--- config.mk ---
export PLATFORM = sky130hd
export DESIGN_NAME = uart_tx_param_flat
export DESIGN_NICKNAME = d
export VERILOG_FILES = /design/src/rtl/uart_tx_param_if.sv /design/src/rtl/uart_tx_param.sv /design/src/flat_wrapper.sv
export SDC_FILE = /design/constraint.sdc
export NUM_CORES = 1
export LEC_CHECK = 0
export ABC_CLOCK_PERIOD_IN_PS = 2380
export BUFFER_PORTS_ARGS = -buffer_cell sky130_fd_sc_hd__buf_2
export CAP_MARGIN = 40
export CORE_MARGIN = 8
export CORE_UTILIZATION = 25
export DETAILED_ROUTE_END_ITERATION = 10
export PLACE_DENSITY = 0.38
export SKIP_CTS_REPAIR_TIMING = 1
export SLEW_MARGIN = 30
export SYNTH_ARGS = -nofsm -noshare
export SYNTH_HDL_FRONTEND = slang
export SYNTH_SLANG_ARGS = --single-unit
--- constraint.sdc ---
create_clock -name SendingCLK -period 2.38 [get_ports SendingCLK]
set_input_delay 0.238 -clock SendingCLK [delete_from_list [all_inputs] [get_ports SendingCLK]]
set_output_delay 0.238 -clock SendingCLK [all_outputs]
set_load 0.05 [all_outputs]
--- src/rtl/uart_tx_param_if.sv ---
// Upstream word handshake between the capture FIFO and the serial transmitter.
interface uart_tx_param_if #(
  parameter int unsigned DATA_BITS = 8
);
  logic [DATA_BITS-1:0] Data;
  logic                 Valid;
  logic                 Ready;
  logic                 RdCLK;

  modport master (output Data, output Valid, input Ready, input RdCLK);
  modport slave  (input Data, input Valid, output Ready, output RdCLK);
endinterface

--- src/rtl/uart_tx_param.sv ---
// Parametrised UART transmitter: start, DATA_BITS LSB first, optional parity,
// stop bits and optional idle gap, paced by an internal baud counter.
module uart_tx_param #(
  parameter int unsigned DATA_BITS    = 8,
  parameter int unsigned PARITY       = 0,
  parameter int unsigned STOP_BITS    = 1,
  parameter int unsigned CLKS_PER_BIT = 16,
  parameter int unsigned GAP_BITS     = 0
) (
  input  logic             SendingCLK,
  input  logic             nRST,
  input  logic             Init,
  input  logic             EN,
  uart_tx_param_if.slave   bus,
  output logic             Tx,
  output logic             Busy
);
  localparam int unsigned CNT_W = (CLKS_PER_BIT > 1) ? $clog2(CLKS_PER_BIT) : 1;
  localparam int unsigned BIT_W = 4;

  typedef enum logic [2:0] {
    S_IDLE, S_START, S_DATA, S_PARITY, S_STOP, S_GAP
  } state_t;

  state_t               state;
  logic [CNT_W-1:0]     baud_cnt;
  logic [BIT_W-1:0]     bit_cnt;
  logic [DATA_BITS-1:0] shift_q;
  logic                 parity_q;
  logic                 bit_end;
  logic                 last_cycle;
  logic                 accept;

  assign bit_end = (baud_cnt == CNT_W'(CLKS_PER_BIT - 1));

  // Final cycle of the frame tail: lets the next word start with no idle gap.
  always_comb begin
    last_cycle = 1'b0;
    if (bit_end) begin
      if (GAP_BITS == 0) last_cycle = (state == S_STOP) && (bit_cnt == BIT_W'(STOP_BITS - 1));
      else               last_cycle = (state == S_GAP)  && (bit_cnt == BIT_W'(GAP_BITS - 1));
    end
  end

  assign bus.Ready = nRST && ((state == S_IDLE) || last_cycle) && EN && !Init;
  assign accept    = bus.Valid && bus.Ready;

  // Tx is loaded with the value of the bit being entered, so it is registered
  // and changes on the same edge as the state.
  always_ff @(posedge SendingCLK or negedge nRST) begin
    if (!nRST) begin
      state     <= S_IDLE;
      baud_cnt  <= '0;
      bit_cnt   <= '0;
      shift_q   <= '0;
      parity_q  <= 1'b0;
      Tx        <= 1'b1;
      Busy      <= 1'b0;
      bus.RdCLK <= 1'b0;
    end else if (Init) begin
      state     <= S_IDLE;
      baud_cnt  <= '0;
      bit_cnt   <= '0;
      shift_q   <= '0;
      parity_q  <= 1'b0;
      Tx        <= 1'b1;
      Busy      <= 1'b0;
      bus.RdCLK <= 1'b0;
    end else begin
      bus.RdCLK <= accept;
      if (accept) begin
        state    <= S_START;
        baud_cnt <= '0;
        bit_cnt  <= '0;
        shift_q  <= bus.Data;
        parity_q <= (PARITY == 1) ? ~^bus.Data : ^bus.Data;
        Tx       <= 1'b0;
        Busy     <= 1'b1;
      end else if (state != S_IDLE) begin
        if (!bit_end) begin
          baud_cnt <= baud_cnt + 1'b1;
        end else begin
          baud_cnt <= '0;
          case (state)
            S_START: begin
              state   <= S_DATA;
              bit_cnt <= '0;
              Tx      <= shift_q[0];
            end
            S_DATA: begin
              if (bit_cnt == BIT_W'(DATA_BITS - 1)) begin
                bit_cnt <= '0;
                if (PARITY != 0) begin
                  state <= S_PARITY;
                  Tx    <= parity_q;
                end else begin
                  state <= S_STOP;
                  Tx    <= 1'b1;
                end
              end else begin
                bit_cnt <= bit_cnt + 1'b1;
                shift_q <= shift_q >> 1;
                Tx      <= shift_q[1];
              end
            end
            S_PARITY: begin
              state   <= S_STOP;
              bit_cnt <= '0;
              Tx      <= 1'b1;
            end
            S_STOP: begin
              if (bit_cnt == BIT_W'(STOP_BITS - 1)) begin
                bit_cnt <= '0;
                if (GAP_BITS != 0) begin
                  state <= S_GAP;
                end else begin
                  state <= S_IDLE;
                  Busy  <= 1'b0;
                end
              end else begin
                bit_cnt <= bit_cnt + 1'b1;
              end
            end
            S_GAP: begin
              if (bit_cnt == BIT_W'(GAP_BITS - 1)) begin
                bit_cnt <= '0;
                state   <= S_IDLE;
                Busy    <= 1'b0;
              end else begin
                bit_cnt <= bit_cnt + 1'b1;
              end
            end
            default: begin
              state <= S_IDLE;
              Tx    <= 1'b1;
              Busy  <= 1'b0;
            end
          endcase
        end
      end
    end
  end
endmodule
--- src/flat_wrapper.sv ---
// flat-port wrapper written by rule: the top's interface ports become plain ports
module uart_tx_param_flat 
#(
  parameter int unsigned DATA_BITS    = 8,
  parameter int unsigned PARITY       = 0,
  parameter int unsigned STOP_BITS    = 1,
  parameter int unsigned CLKS_PER_BIT = 16,
  parameter int unsigned GAP_BITS     = 0
)
  (SendingCLK, nRST, Init, EN, Tx, Busy, bus_Data, bus_Valid, bus_Ready, bus_RdCLK);
  uart_tx_param_if #(.DATA_BITS(DATA_BITS)) bus_i ();
  input  logic SendingCLK;
  input  logic nRST;
  input  logic Init;
  input  logic EN;
  output logic Tx;
  output logic Busy;
  input wire logic [$bits(bus_i.Data)-1:0] bus_Data;
  input wire logic [$bits(bus_i.Valid)-1:0] bus_Valid;
  output wire logic [$bits(bus_i.Ready)-1:0] bus_Ready;
  output wire logic [$bits(bus_i.RdCLK)-1:0] bus_RdCLK;
  assign bus_i.Data = bus_Data;
  assign bus_i.Valid = bus_Valid;
  assign bus_Ready = bus_i.Ready;
  assign bus_RdCLK = bus_i.RdCLK;
  uart_tx_param #(.DATA_BITS(DATA_BITS), .PARITY(PARITY), .STOP_BITS(STOP_BITS), .CLKS_PER_BIT(CLKS_PER_BIT), .GAP_BITS(GAP_BITS)) u_core (.SendingCLK(SendingCLK), .nRST(nRST), .Init(Init), .EN(EN), .bus(bus_i), .Tx(Tx), .Busy(Busy));
endmodule
==> metrics.md, run 1 <==
| Metric | Value |
|---|---|
| Status | finished, violations left |
| Failing checks | hold timing |
| Initial antenna violation count | 0 |
| Fmax | 443 MHz |
| Vias in the first global route | 1,231 |
| Synth Flop Type | dfrtp_1 |
| Synth area leaders | dfrtp_1, a21oi_1, mux2i_1, o41ai_1, nand2_1 |
| Max VDD drop | 0.184 mV |
| FF+latch count, synth | 22 |
| Vias | 1,143 |
| CTS root buf | clkbuf_8 |
| Via density | 5.01 |
| Total GRT Usage | 10.1% |
| Largest net degree at the start of global routing | 23 |
| Setup violators final | 0 |
| Hold/Removal Path Class | primary input to async pin |
| IO buf count | 16 |
| Final WS setup | 122 ps |
| Post-route DRC | 0 |
| DR WL/cell | 15.5 um |
| I/O pins | 17 |
| Synth warnings | 0 |
| Worst setup EP type | output port |
| EDFF count, synth | 0 |
| Util after Layout | 31.4% |
| Crit start category | register |
| Nets | 175 |
| Share of layout cells above drive strength 1 | 25.3% |
| CTS buffer count | 3 |
| Tmin final | 2260 ps |
| Placed inst area | 1530 sq um |
| Crit-path slowest cell | dfrtp_1 |
| RSZ-0062 raised after global routing | false |
| Slew @ Worst Pin | 543 ps |
| Slew HR | 63.3% |
| First-pass GRT wire length | 6.13 mm |
| # diodes | 0 |
| WHS | -6.70 ps |
| Leak | 0.748 nW |
| Htree depth | 1 |
| CP delay by family, top | buffers and inverters |
| Maxcap violations | 0 |
| Die Y-Extent | 88.5 um |
| Share of the synthesized area in the top cell type | 40.0% |
| PwrDens | 484 nW/um^2 |
| Std-Cell Rows | 26 |
| Syn Area/Cell | 9.88 sq um |
| Worst r2r path cells | 6 |
| Area grow syn2layout | 21.4% |
| CTS tree | yes |
| Core ar. | 5070 sq um |
| Cells along the critical path | inv_1 > ha_1 > nor4b_4 > a31oi_4 > buf_4 > nor3_2 > buf_4 |
| R2R Path Start | u_core.bit_cnt[0] |
| Final hold violations | 11 |
| Data arrival, critical path | 2020 ps |
| First drt pass iteration count | 4 |
| Drt initial violations | 97 |
| Crit Reg-Reg Endpoint | u_core.shift_q[7] |
| Synth unique cells | 44 |
| Die width | 88.5 um |
| Post-Syn Instances | 133 |
| R2R setup slack | 220 ps |
| Sequential share of the synthesized area | 42.0% |
| Mapped Nets | 149 |
| Worst EP required | 2140 ps |
| Max Root-Sink Buffers | 2 |
| Starting Density | 25.9% |
| Mapped cell area | 1310 sq um |
| Total gr overflow | 0 |
| Grt met2 use | 16.2% |
| Final Max Slew Viols | 0 |
| Fillers | 557 |
| CTS Sinks | 22 |
| CTS clk-pin slew, worst paths | 90 ps |
| Final critical-path share of the clock period | 94.9% |
| Worst Setup Path Type | register to output port |
| Cell taking the most area after synthesis | dfrtp_1 |
| Setup TNS | 0 ps |
| DPL Wire Length | 2.65 mm |
| Die Area | 7830 sq um |
| Global route hottest layer | met2 |
| Async set-reset flop share out of synthesis | 100% |
| Met1 Use GR | 13.1% |
| Slowest stage delay, CP | 430 ps |
| Skew-Pair Late Insertion Delay | 270 ps |
| DRT Wirelength | 3.54 mm |
| Worst Path Buf+Inv | 3 |
| Met3 Use GR | 2.04% |
| Setup WS pre-CTS | 219 ps |
| Final clock skew | 6.06 ps |
| Placer's final routability congestion estimate | 0.758 |
| Final Cell Area | 1600 sq um |
| ANT nets after route | 0 |
| Most common cell on crit path | buf_4 |
| Crit path max fanout | 9 |
sequential cells by signal, indices dropped and copies added (netlist names):
register / count
u_core.baud_cnt: 4
u_core.bit_cnt: 4
u_core.Busy: 1
u_core.state: 3
u_core.shift_q: 8
u_core.Tx: 1
u_core.bus.RdCLK: 1
per-stage QoR:
step | power (mW) | hold WS [ps] | instances
after floorplan | 0.454 | -57.6 | 133
after global placement | 0.496 | 302 | 223
after detailed placement | 0.497 | 307 | 223
after CTS | 0.778 | 7.70 | 227
after global routing | 0.811 | 25.2 | 228
final | 0.772 | -6.70 | 228
logic make-up after synthesis:
kind of cell               Yosys count  share of synthesized area [%]
AOI/OAI and AO/OA                   41                           22.1
xor gates and xnor gates             1                          0.667
adders and majority gates            3                           2.86
buffers and inverters               11                           3.81
DFF                                 22                           42.0
muxes                                8                           6.48
and+or+nand+nor                     47                           22.1
final cells by class:
type                            instances  area, sq um  area share, %
Tap cell                               70         87.6           5.49
Inverter                                5         18.8           1.18
Clock buffer                            4         55.1           3.45
Timing Repair Buffer                   27          165           10.4
Sequential cell                        22          552           34.6
Multi-Input combinational cell        100          717           44.9
Yosys cell counts (2+ instances only):
cell      instances
nor3b_1           2
nor2b_1           2
o211ai_1          4
and3_1            3
nand3_1           4
nor2_1            6
nand4_1           2
nand2_1          12
o21ai_0           4
a21oi_1          17
o41ai_1           7
nor3_1            2
mux2i_1           7
ha_1              3
inv_1             4
dfrtp_1          21
clkbuf_1          4
nand3b_1          3
how the worst max path moves through the flow:
stage	startpoint	end	slack, ps	cells after the start
floorplan	u_core.bit_cnt[0]	u_core.Busy	280	6
global placement	u_core.bit_cnt[0]	u_core.shift_q[7]	240	6
detailed placement	u_core.bit_cnt[0]	u_core.shift_q[7]	220	6
CTS	u_core.bit_cnt[0]	bus_Ready	30	7
global route	u_core.bit_cnt[0]	bus_Ready	10	7
finish	u_core.bit_cnt[0]	bus_Ready	120	7
worst register-to-register path, stage by stage (launching register included):
cell and delay (ps):
dfrtp_1 430, inv_1 100, ha_1 150, nor4b_4 320, a31oi_4 140, or4_4 590
mux2_4 320
placed cells by master, fill, tap and decap left out, types with 2 or more instances in the layout:
cell type | netlist | layout
dfrtp_1 | 21 | 21
a21oi_1 | 17 | 17
buf_2 | 1 | 15
nand2_1 | 12 | 12
buf_4 | 0 | 12
mux2i_1 | 7 | 7
o41ai_1 | 7 | 7
nor2_1 | 6 | 6
inv_1 | 4 | 4
nand3_1 | 4 | 4
o21ai_0 | 4 | 4
o211ai_1 | 4 | 4
clkbuf_8 | 0 | 4
and3_1 | 3 | 3
nand3b_1 | 3 | 3
ha_1 | 3 | 3
nor2b_1 | 2 | 2
nor3_2 | 1 | 2
nand4_1 | 2 | 2
nor3b_1 | 2 | 2
power by group:
group / switching, mW / internal, mW
combinational: 0.0621 / 0.0384
sequential: 0.00645 / 0.383
clock: 0.134 / 0.148
total: 0.202 / 0.569
layer usage:
metal | up-vias | routed length (um)
li1 | 559 | -
met3 | 2 | 112
met4 | 0 | 19
met2 | 24 | 1670
met5 | - | 0
met1 | 558 | 1740
(Power assumes the default switching activity.)
==> run 2: changes to the inputs <==
SETUP_SLACK_MARGIN = 0.15   (was default)
==> run 2 against run 1 <==
  * The run still ends with hold timing left
  * Critical path depth is the same
  * Clock skew shrank 1.6 ps
  * Sequential share of layout area shrank 1.6 points
  * Maximum frequency grew 3.6%
  * Die area is the same
  * Clock power is essentially flat
  * Combinational power grew 11%
  * Global-route usage is the same
  * Total power grew 1.1%
  * Largest power group unchanged
  * Flip-flop and latch count is the same
  * First-iteration DRC count grew 26%
  * Highest routed layer unchanged
  * Worst hold slack gained 3.9 ps
==> metrics.md, run 2 (synthesis results as in run 1) <==
| Metric | Value |
|---|---|
| Initial antenna violation count | 0 (unchanged) |
| Crit start category | register |
| ANT nets after route | 0 (unchanged) |
| First-pass GRT wire length | 6.13 mm (unchanged) |
| Placed inst area | 1530 sq um (unchanged) |
| Worst setup EP type | output port |
| Fmax | 459 MHz (+3.6%) |
| Total gr overflow | 0 (unchanged) |
| Fillers | 551 (-1.1%) |
| Final WS setup | 201 ps (+78.4 ps) |
| CTS tree | yes |
| Largest net degree at the start of global routing | 23 (unchanged) |
| Total GRT Usage | 10.1% (unchanged) |
| Final critical-path share of the clock period | 91.6% (-3.3 points) |
| DR WL/cell | 15.3 um (-1.8%) |
| CTS clk-pin slew, worst paths | 90 ps (about the same) |
| Die Y-Extent | 88.5 um (unchanged) |
| Setup violators final | 0 (unchanged) |
| Setup TNS | 0 ps (unchanged) |
| Hold/Removal Path Class | primary input to async pin |
| Most common cell on crit path | buf_6 |
| Starting Density | 25.9% (unchanged) |
| Setup WS pre-CTS | 219 ps (unchanged) |
| Final clock skew | 4.42 ps (-1.65 ps) |
| # diodes | 0 (unchanged) |
| Std-Cell Rows | 26 (unchanged) |
| Vias | 1,175 (+2.8%) |
| Die width | 88.5 um (unchanged) |
| Slew HR | 62.2% (-1.2 points) |
| Slew @ Worst Pin | 560 ps (+17.1 ps) |
| DRT Wirelength | 3.60 mm (+1.6%) |
| Max VDD drop | 0.183 mV (-0.32%) |
| Final hold violations | 4 (-7) |
| FF+latch area | 552 sq um (unchanged) |
| Leak | 0.788 nW (+5.5%) |
| Worst Setup Path Type | register to output port |
| Drt initial violations | 122 (+26%) |
| Tmin final | 2180 ps (-78.4 ps) |
| RSZ-0062 raised after global routing | true |
| Final Cell Area | 1670 sq um (+4.8%) |
| Post-route DRC | 0 (unchanged) |
| Via density | 4.98 (-0.69%) |
| Design Power | 0.780 mW (+1.1%) |
| Placer's final routability congestion estimate | 0.758 (unchanged) |
| Crit-path slowest cell | dfrtp_1 |
| Crit path max fanout | 4 (-5) |
| Die Area | 7830 sq um (unchanged) |
| CTS buffer count | 3 (unchanged) |
| Largest regs | u_core.shift_q x8, u_core.baud_cnt x4, u_core.bit_cnt x4 |
| CTS root buf | clkbuf_8 |
| CP delay by family, top | simple AND/OR/NAND/NOR gates |
| Share of layout cells above drive strength 1 | 30.1% (+4.8 points) |
| Slowest stage delay, CP | 440 ps (about the same) |
| Htree depth | 1 (unchanged) |
| Non-Filler Instances | 236 (+3.5%) |
| PwrDens | 467 nW/um^2 (-3.6%) |
| Core ar. | 5070 sq um (unchanged) |
| Biggest register | u_core.shift_q |
| Final Max Slew Viols | 0 (unchanged) |
| CTS Sinks | 22 (unchanged) |
| Nets | 183 (+4.6%) |
| Status | finished, violations left |
| Footprint of the multi-input gates | 726 sq um (+1.2%) |
| Data arrival, critical path | 1940 ps (-80 ps) |
| Vias in the first global route | 1,231 (unchanged) |
| Maxcap violations | 0 (unchanged) |
| Skew-Pair Late Insertion Delay | 270 ps (about the same) |
| IO buf count | 16 (unchanged) |
| Most frequent cells in the layout | dfrtp_1, buf_4, a21oi_1, buf_2, nand2_1 |
| Most common cell after layout, fill and taps aside | dfrtp_1 |
| I/O pins | 17 (unchanged) |
| Placed Instances | 223 (unchanged) |
| WHS | -2.82 ps (+3.88 ps) |
| Failing checks | hold timing |
| First drt pass iteration count | 4 (unchanged) |
| Max FFs per register | 8 (unchanged) |
| Cells along the critical path | inv_2 > ha_2 > nor4b_4 > a31oi_4 > buf_6 > nor3_4 > buf_6 |
| DPL Wire Length | 2.65 mm (unchanged) |
| Max Root-Sink Buffers | 2 (unchanged) |
| Worst Path Buf+Inv | 3 (unchanged) |
| Area grow syn2layout | 27.2% |
| Worst EP required | 2140 ps (about the same) |
==> run 2: changes by cell type in the layout (fill, tap and decap cells not counted) <==
cell	previous run	this run
buf_4	12	18
ha_1	3	2
nor3_4	0	1
inv_2	0	1
inv_1	4	3
ha_2	0	1
nor3_2	2	1
buf_6	0	2
==> run 2: final cells by class <==
type / instances / share of cell area [%]
multi-input cells: 100 / 43.4
clock buffers: 4 / 3.29
inverters: 5 / 1.12
well taps: 70 / 5.24
flip-flops and latches: 22 / 33.0
repair buffers: 35 / 13.9
==> run 2: through the flow <==
step | utilization [%] | hold slack [ps]
finish | 32.9 | -2.82
global placement | 30.2 | 302
global route | 32.9 | 25.2
CTS | 31.2 | 7.70
detailed placement | 30.2 | 307
floorplan | - | -57.6
==> run 2: worst register-to-register path: stages (launching register included) <==
cell and delay, ps:
dfrtp_1 440, inv_2 80, ha_2 160, nor4b_4 310, a31oi_4 140, or4_4 590, mux2_4 320
==> run 2: final timing paths <==
kind                                 endpoint                from  slack, ps  cells past startpoint
setup / recovery                    bus_Ready   u_core.bit_cnt[0]        200                      7
setup reg to reg            u_core.shift_q[7]   u_core.bit_cnt[0]        230                      6
max in group asynchronous           u_core.Tx                nRST       2100                      2
min in group SendingCLK     u_core.shift_q[7]         bus_Data[7]        200                      2
hold / removal             u_core.baud_cnt[2]                nRST         -3                      2
hold reg to reg            u_core.baud_cnt[3]  u_core.baud_cnt[3]        520                      1
==> run 2: routing by layer <==
layer | up-vias | wire length [um] | global-route usage, %
met2 | 24 | 1680 | 16.2
met4 | 0 | 19 | 3.23
met1 | 572 | 1740 | 13.1
li1 | 577 | - | -
met3 | 2 | 155 | 2.04
met5 | - | 0 | 0
==> run 2: where the power goes <==
| part | internal [mW] | switching [mW] |
|---|---|---|
| Combinational | 0.0466 | 0.0649 |
| Clock | 0.148 | 0.131 |
| Sequential | 0.383 | 0.00644 |
| Total | 0.578 | 0.202 |
